## src/rtl/surf_link_startup_pkg.sv

```systemverilog
// rtl/surf_link_startup_pkg.sv - shared state encoding and idle/request patterns for the startup sequencer
package surf_link_pkg;

    typedef enum logic [2:0] {
        IDLE     = 3'd0,
        REQIN    = 3'd1,
        TRAINOUT = 3'd2,
        GO       = 3'd3,
        LIVE     = 3'd4
    } link_state_e;

    localparam logic [3:0] COUT_IDLE = 4'hF;
    localparam logic [7:0] DOUT_IDLE = 8'hFF;
    localparam logic [7:0] DOUT_REQ  = 8'h00;

    // States that are only meaningful while the local CIN receiver stays aligned
    function automatic logic needs_cin(input link_state_e s);
        return (s == TRAINOUT) || (s == GO) || (s == LIVE);
    endfunction

endpackage

```

## src/rtl/surf_link_startup_if.sv

```systemverilog
// rtl/surf_link_startup_if.sv - control, user data and status bundle of the startup sequencer
interface surf_link_startup_if;
    logic       enable_i;
    logic       rxclk_ok_i;
    logic       cin_trained_i;
    logic       trainout_done_i;
    logic [3:0] cout_data_i;
    logic [7:0] dout_data_i;
    logic [3:0] cout_o;
    logic [7:0] dout_o;
    logic       live_o;
    logic [2:0] state_o;
    logic [7:0] restart_cnt_o;

    modport slave (
        input  enable_i, rxclk_ok_i, cin_trained_i, trainout_done_i, cout_data_i, dout_data_i,
        output cout_o, dout_o, live_o, state_o, restart_cnt_o
    );

    modport master (
        output enable_i, rxclk_ok_i, cin_trained_i, trainout_done_i, cout_data_i, dout_data_i,
        input  cout_o, dout_o, live_o, state_o, restart_cnt_o
    );
endinterface

```

## src/rtl/surf_link_startup.sv

```systemverilog
// rtl/surf_link_startup.sv - SURF-side COUT/DOUT startup sequencer feeding the TURFIO live detector
module surf_link_startup
    import surf_link_pkg::*;
#(
    parameter logic [7:0] DOUT_TRAIN = 8'h6A,
    parameter logic [3:0] COUT_TRAIN = 4'hA,
    parameter int         BOOT_HOLD  = 32
) (
    input  logic                 sys_clk_i,
    input  logic                 sys_rst_i,
    surf_link_startup_if.slave   link
);

    localparam int             CNT_W     = $clog2(BOOT_HOLD);
    localparam logic [CNT_W-1:0] HOLD_LAST = CNT_W'(BOOT_HOLD - 1);

    if (DOUT_TRAIN == 8'h00 || COUT_TRAIN == 4'hF || BOOT_HOLD < 17) begin : g_param_check
        $error("surf_link_startup: DOUT_TRAIN must be nonzero, COUT_TRAIN not 4'hF, BOOT_HOLD >= 17");
    end

    link_state_e      state, state_nxt;
    logic [CNT_W-1:0] hold_cnt, hold_cnt_nxt;
    logic             ok, teardown;
    logic [3:0]       cout_nxt, cout_q;
    logic [7:0]       dout_nxt, dout_q;
    logic             live_nxt, live_q;
    logic [7:0]       restart_cnt;

    assign ok = link.enable_i && link.rxclk_ok_i;

    // Teardown is evaluated ahead of the forward transitions so it always wins
    always_comb begin
        state_nxt    = state;
        hold_cnt_nxt = '0;
        teardown     = 1'b0;
        if (state != IDLE && (!ok || (needs_cin(state) && !link.cin_trained_i))) begin
            teardown  = 1'b1;
            state_nxt = IDLE;
        end else begin
            case (state)
                IDLE: begin
                    if (ok) begin
                        if (hold_cnt == HOLD_LAST) state_nxt = REQIN;
                        else                       hold_cnt_nxt = hold_cnt + 1'b1;
                    end
                end
                REQIN:    if (link.cin_trained_i)   state_nxt = TRAINOUT;
                TRAINOUT: if (link.trainout_done_i) state_nxt = GO;
                GO:       state_nxt = LIVE;
                LIVE:     state_nxt = LIVE;
                default:  state_nxt = IDLE;
            endcase
        end
    end

    always_comb begin
        cout_nxt = COUT_IDLE;
        dout_nxt = DOUT_IDLE;
        live_nxt = 1'b0;
        case (state)
            REQIN:    dout_nxt = DOUT_REQ;
            TRAINOUT: begin cout_nxt = COUT_TRAIN; dout_nxt = DOUT_TRAIN; end
            GO:       begin cout_nxt = COUT_TRAIN; dout_nxt = DOUT_REQ;   end
            LIVE: begin
                cout_nxt = link.cout_data_i;
                dout_nxt = link.dout_data_i;
                live_nxt = 1'b1;
            end
            default: ;
        endcase
    end

    always_ff @(posedge sys_clk_i or posedge sys_rst_i) begin
        if (sys_rst_i) begin
            state       <= IDLE;
            hold_cnt    <= '0;
            cout_q      <= COUT_IDLE;
            dout_q      <= DOUT_IDLE;
            live_q      <= 1'b0;
            restart_cnt <= 8'h00;
        end else begin
            state    <= state_nxt;
            hold_cnt <= hold_cnt_nxt;
            cout_q   <= cout_nxt;
            dout_q   <= dout_nxt;
            live_q   <= live_nxt;
            if (teardown && restart_cnt != 8'hFF) restart_cnt <= restart_cnt + 8'h01;
        end
    end

    assign link.cout_o        = cout_q;
    assign link.dout_o        = dout_q;
    assign link.live_o        = live_q;
    assign link.state_o       = state;
    assign link.restart_cnt_o = restart_cnt;

endmodule

```

## src/flat_wrapper.sv

```systemverilog
// flat-port wrapper written by rule: the top's interface ports become plain ports
module surf_link_startup_flat import surf_link_pkg::*;
#(
    parameter logic [7:0] DOUT_TRAIN = 8'h6A,
    parameter logic [3:0] COUT_TRAIN = 4'hA,
    parameter int         BOOT_HOLD  = 32
)
  (sys_clk_i, sys_rst_i, link_enable_i, link_rxclk_ok_i, link_cin_trained_i, link_trainout_done_i, link_cout_data_i, link_dout_data_i, link_cout_o, link_dout_o, link_live_o, link_state_o, link_restart_cnt_o);
  surf_link_startup_if link_i ();
  input  logic sys_clk_i;
  input  logic sys_rst_i;
  input wire logic [$bits(link_i.enable_i)-1:0] link_enable_i;
  input wire logic [$bits(link_i.rxclk_ok_i)-1:0] link_rxclk_ok_i;
  input wire logic [$bits(link_i.cin_trained_i)-1:0] link_cin_trained_i;
  input wire logic [$bits(link_i.trainout_done_i)-1:0] link_trainout_done_i;
  input wire logic [$bits(link_i.cout_data_i)-1:0] link_cout_data_i;
  input wire logic [$bits(link_i.dout_data_i)-1:0] link_dout_data_i;
  output wire logic [$bits(link_i.cout_o)-1:0] link_cout_o;
  output wire logic [$bits(link_i.dout_o)-1:0] link_dout_o;
  output wire logic [$bits(link_i.live_o)-1:0] link_live_o;
  output wire logic [$bits(link_i.state_o)-1:0] link_state_o;
  output wire logic [$bits(link_i.restart_cnt_o)-1:0] link_restart_cnt_o;
  assign link_i.enable_i = link_enable_i;
  assign link_i.rxclk_ok_i = link_rxclk_ok_i;
  assign link_i.cin_trained_i = link_cin_trained_i;
  assign link_i.trainout_done_i = link_trainout_done_i;
  assign link_i.cout_data_i = link_cout_data_i;
  assign link_i.dout_data_i = link_dout_data_i;
  assign link_cout_o = link_i.cout_o;
  assign link_dout_o = link_i.dout_o;
  assign link_live_o = link_i.live_o;
  assign link_state_o = link_i.state_o;
  assign link_restart_cnt_o = link_i.restart_cnt_o;
  surf_link_startup #(.DOUT_TRAIN(DOUT_TRAIN), .COUT_TRAIN(COUT_TRAIN), .BOOT_HOLD(BOOT_HOLD)) u_core (.sys_clk_i(sys_clk_i), .sys_rst_i(sys_rst_i), .link(link_i));
endmodule
```

## config.mk

```make
export PLATFORM = sky130hd
export DESIGN_NAME = surf_link_startup_flat
export DESIGN_NICKNAME = d
export VERILOG_FILES = /design/src/rtl/surf_link_startup_pkg.sv /design/src/rtl/surf_link_startup_if.sv /design/src/rtl/surf_link_startup.sv /design/src/flat_wrapper.sv
export SDC_FILE = /design/constraint.sdc
export NUM_CORES = 1
export LEC_CHECK = 0
export ABC_CLOCK_PERIOD_IN_PS = 4830
export CELL_PAD_IN_SITES_DETAIL_PLACEMENT = 2
export CELL_PAD_IN_SITES_GLOBAL_PLACEMENT = 2
export CORE_UTILIZATION = 41
export CTS_CLUSTER_SIZE = 20
export DETAILED_ROUTE_END_ITERATION = 10
export DONT_BUFFER_PORTS = 1
export PLACE_DENSITY_LB_ADDON = 0.1
export SYNTH_ARGS = -nofsm -noshare
export SYNTH_HDL_FRONTEND = slang
export SYNTH_SLANG_ARGS = --single-unit
```

## constraint.sdc

```tcl
create_clock -name sys_clk_i -period 4.83 [get_ports sys_clk_i]
set_clock_uncertainty 0.1 [all_clocks]
set_input_delay 0.7245 -clock sys_clk_i [delete_from_list [all_inputs] [get_ports sys_clk_i]]
set_output_delay 0.7245 -clock sys_clk_i [all_outputs]
set_load 0.005 [all_outputs]
```

==> summary.md <==
| Metric | Value |
|---|---|
| Run status | `finished with violations` |
| Violated checks | `design-rule violations` |
| Placed cell area | `0.00128 mm²` |
| Rel. slew slack | `slightly below 30%` |
| CTS sink count | `29` |
| Detail Placement HPWL | `1820 µm` |
| Reg2reg end | `u_core.link.restart_cnt_o[1]$_DFFE_PP0P_` |
| Crit path max fanout | `9` |
| WS Path Type | `flop to flop` |
| Fin. Hold Viols | `0` |
| Die Span X | `approximately 57 µm` |
| Internal power component | `between 400 and 500 µW` |
| Register area share after synthesis | `~60%` |
| GPL Wtd Cong | `between 0.7 and 0.8` |
| DRC | `5` |
| Avg WL per Cell | `between 15 and 20 µm` |
| Nets | `130` |
| Combinational share of power | `24.4%` |
| Most frequent cells in the layout | `17 x dfrtp_1, 12 x dfstp_2, 11 x o21a_1, 7 x nand2_1, 6 x nor3_1` |
| Critical Path RT | `a little under 5000 ps` |
| Syn_area_per_cell | `roughly 12 µm²` |
| Post-Syn Area | `between 0.001 and 0.0015 mm²` |
| Hold Path Origin | `u_core.hold_cnt[0]$_DFF_PP0_` |
| Cell Rows | `19` |
| Most common cell after layout, fill and taps aside | `dfrtp_1` |
| CP Data Arrival Time | `about 2100 ps` |
| Reg2reg setup slack | `2820 ps` |
| Clock buffer depth | `2` |
| Ports | `between 40 and 50` |
| CTS Buf Count | `5` |
| Fmax | `between 0.4 and 0.5 GHz` |
| Vias in the first global route | `between 900 and 1000` |
| R2R depth | `4` |
| Routed vias/inst | `5.82` |
| PortBufs | `0` |
| H-tree depth | `2` |
| Cell Pwr Density | `~520 mW/mm²` |
| Initial core utilization | `between 40% and 50%` |
| DRT Pass-1 Iters | `6` |
| Die area | `around 0.0033 mm²` |
| Slew Limit Fails | `0` |
| Via count | `820` |
| Sw Pwr | `roughly 230 µW` |
| Crit path buffers/inverters | `0` |
| Ant. Diodes | `0` |
| YS warnings | `0` |
| Sequential share of power | `a little under three fifths` |
| Die Ht | `about 57 µm` |
| GRT Resource Usage Total | `18.5%` |
| Largest net degree at the start of global routing | `30` |
| Leakage power | `~0.56 nW` |
| Design Area, Final | `around 0.0013 mm²` |
| Hold Path Class | `flop to flop` |
| Synthesized instance count | `between 100 and 150` |
| Element type at the critical path end | `flop` |
| Initial drt markers | `30` |
| Initial antenna violation count | `0` |
| Synthesis-to-finish area growth | `6.40%` |
| Final Cycle Share | `around two fifths` |
| Clk slew on worst S/H paths | `roughly 90 ps` |
| Synth Net Count | `between 100 and 150` |
| Synthesis-stage register bit count | `29` |
| Setup repair after global routing missed its margin | `no` |
| Setup TNS | `0 ps` |
| Root buf cell | `clkbuf_4` |
| Clk pwr share | `19.9%` |
| Grt ovf | `0` |
| Clock Latency Late Sink | `330 ps` |
| CTS Hold Bufs | `0` |
| Ratio of cells with drive above 1 in the final layout | `between 20% and 30%` |
| Number of library cell types mapped by synthesis | `30` |
| Detailed Route WL | `2570 µm` |
| Worst setup margin | `between 2000 and 3000 ps` |
| Post-CTS Setup Bufs | `0` |
| Switching part of the total | `around 34%` |
| Hold path depth | `1` |
| First-pass GRT wire length | `around 4400 µm` |
| Worst path max stage delay | `between 400 and 500 ps` |
| Peak supply drop | `between 200 and 250 µV` |
| Critical Path Source Type | `flop` |
| CTS tree | `done` |
| CP max-delay cell | `dfrtp_1` |
| Cells along the critical path | `a21o_2 > a211oi_4 > o31a_2 > mux2_1` |
| Pre-CTS WS | `~2600 ps` |
| Area of the core | `0.00283 mm²` |
| Final ANT Viol Nets | `0` |
| Fin crit period | `2010 ps` |
| Max-cap violations | `0` |
| Hold path endpoint | `u_core.hold_cnt[0]$_DFF_PP0_` |
| Worst R2R Start | `u_core.link.state_o[2]$_DFFE_PP0P_` |
| Cts repair resizes | `0` |
| Critical path's top delay family | `compound AO/OA/AOI/OAI gates` |
| Worst slew pin tran | `1060 ps` |
| Final setup fails | `0` |
## Yosys cell counts
| cell type | count | share of area [%] |
|---|---|---|
| o21ai_0 | 2 | 0.80 |
| nor2b_1 | 1 | 0.50 |
| ha_1 | 3 | 3.0 |
| or2b_1 | 1 | 0.60 |
| a211oi_4 | 1 | 1.6 |
| dfrtp_1 | 17 | 34 |
| nand2b_1 | 1 | 0.50 |
| a21o_2 | 1 | 0.70 |
| inv_1 | 3 | 0.90 |
| clkbuf_1 | 2 | 0.60 |
| o32a_2 | 1 | 0.90 |
| o21a_1 | 11 | 6.6 |
| xor2_1 | 2 | 1.4 |
| a21boi_0 | 1 | 0.60 |
| mux2_1 | 4 | 3.6 |
| xnor2_1 | 2 | 1.4 |
| nand4_1 | 3 | 1.5 |
| a31oi_1 | 3 | 1.5 |
| and3_1 | 3 | 1.5 |
| nand2_1 | 7 | 2.1 |
| dfstp_2 | 12 | 25 |
| nor2_1 | 4 | 1.2 |
| and4b_4 | 1 | 1.1 |
| and2_1 | 1 | 0.50 |
| a21oi_1 | 3 | 1.2 |
| or2_2 | 3 | 1.5 |
| nand3_1 | 3 | 1.2 |
| o31ai_1 | 1 | 0.60 |
| o31a_2 | 1 | 0.80 |
| nor3_1 | 6 | 2.4 |
## cells by family after synthesis
family,after synthesis,synth area share (%)
flops,29,59.2
buf+inv,5,1.50
simple gates,34,14.6
xor+xnor,4,2.80
compound gates,25,15.3
mux,4,3.60
fa+ha+maj,3,3.00
## how the worst max path moves through the flow
| stage | start | end | slack (ps) | cells past startpoint |
|---|---|---|---|---|
| after floorplan | link_enable_i | u_core.link.restart_cnt_o[1]$_DFFE_PP0P_ | 2700 | 5 |
| after global placement | link_enable_i | u_core.link.restart_cnt_o[1]$_DFFE_PP0P_ | 2670 | 4 |
| after detailed placement | link_enable_i | u_core.link.restart_cnt_o[1]$_DFFE_PP0P_ | 2630 | 4 |
| after CTS | u_core.link.state_o[2]$_DFFE_PP0P_ | u_core.link.restart_cnt_o[1]$_DFFE_PP0P_ | 2810 | 4 |
| after global routing | u_core.link.state_o[1]$_DFFE_PP0P_ | u_core.link.restart_cnt_o[1]$_DFFE_PP0P_ | 2720 | 4 |
| final | u_core.link.state_o[2]$_DFFE_PP0P_ | u_core.link.restart_cnt_o[1]$_DFFE_PP0P_ | 2820 | 4 |
## stage by stage
stage / utilization, % / cells / hold slack [ps] / power, mW
2_1_floorplan: - / 104 / 341 / 0.510
3_3_place_gp: 45.3 / 133 / 357 / 0.550
3_5_place_dp: 45.3 / 133 / 378 / 0.559
4_1_cts: 47.1 / 141 / 393 / 0.702
5_1_grt: 47.1 / 141 / 398 / 0.738
6_report: 47.1 / 141 / 387 / 0.690
## per-layer routing
layer  GRT usage [%]  vias to the layer above  routed length (µm)
met1            23.9                      407                1130
met2            26.6                       26                1200
met5               0                        -                   0
met3            5.90                        7                 167
met4            12.5                        0                  66
li1                -                      380                   -
## power by group through the flow
stage / Sequential (mW) / Clock, mW / Combinational (mW)
floorplan: 0.369 / 0 / 0.140
global placement: 0.387 / 0 / 0.162
detailed placement: 0.389 / 0 / 0.170
CTS: 0.386 / 0.144 / 0.172
global route: 0.395 / 0.150 / 0.193
finish: 0.384 / 0.137 / 0.168
## final cells by class
| class | instances | area [µm²] |
|---|---|---|
| Clock buffer | 8 | 48.8 |
| Fill cell | 297 | 1500 |
| Inverter | 3 | 11.3 |
| Multi-Input combinational cell | 70 | 492 |
| Sequential cell | 29 | 741 |
| Tap cell | 31 | 38.8 |
## registers in the layout, summed over array words and instances, names as in the netlist
signal,count
u_core.link.dout_o,8
u_core.link.restart_cnt_o,8
u_core.hold_cnt,5
u_core.link.cout_o,4
u_core.link.state_o,3
u_core.link.live_o,1
(Power assumes the default switching activity.)
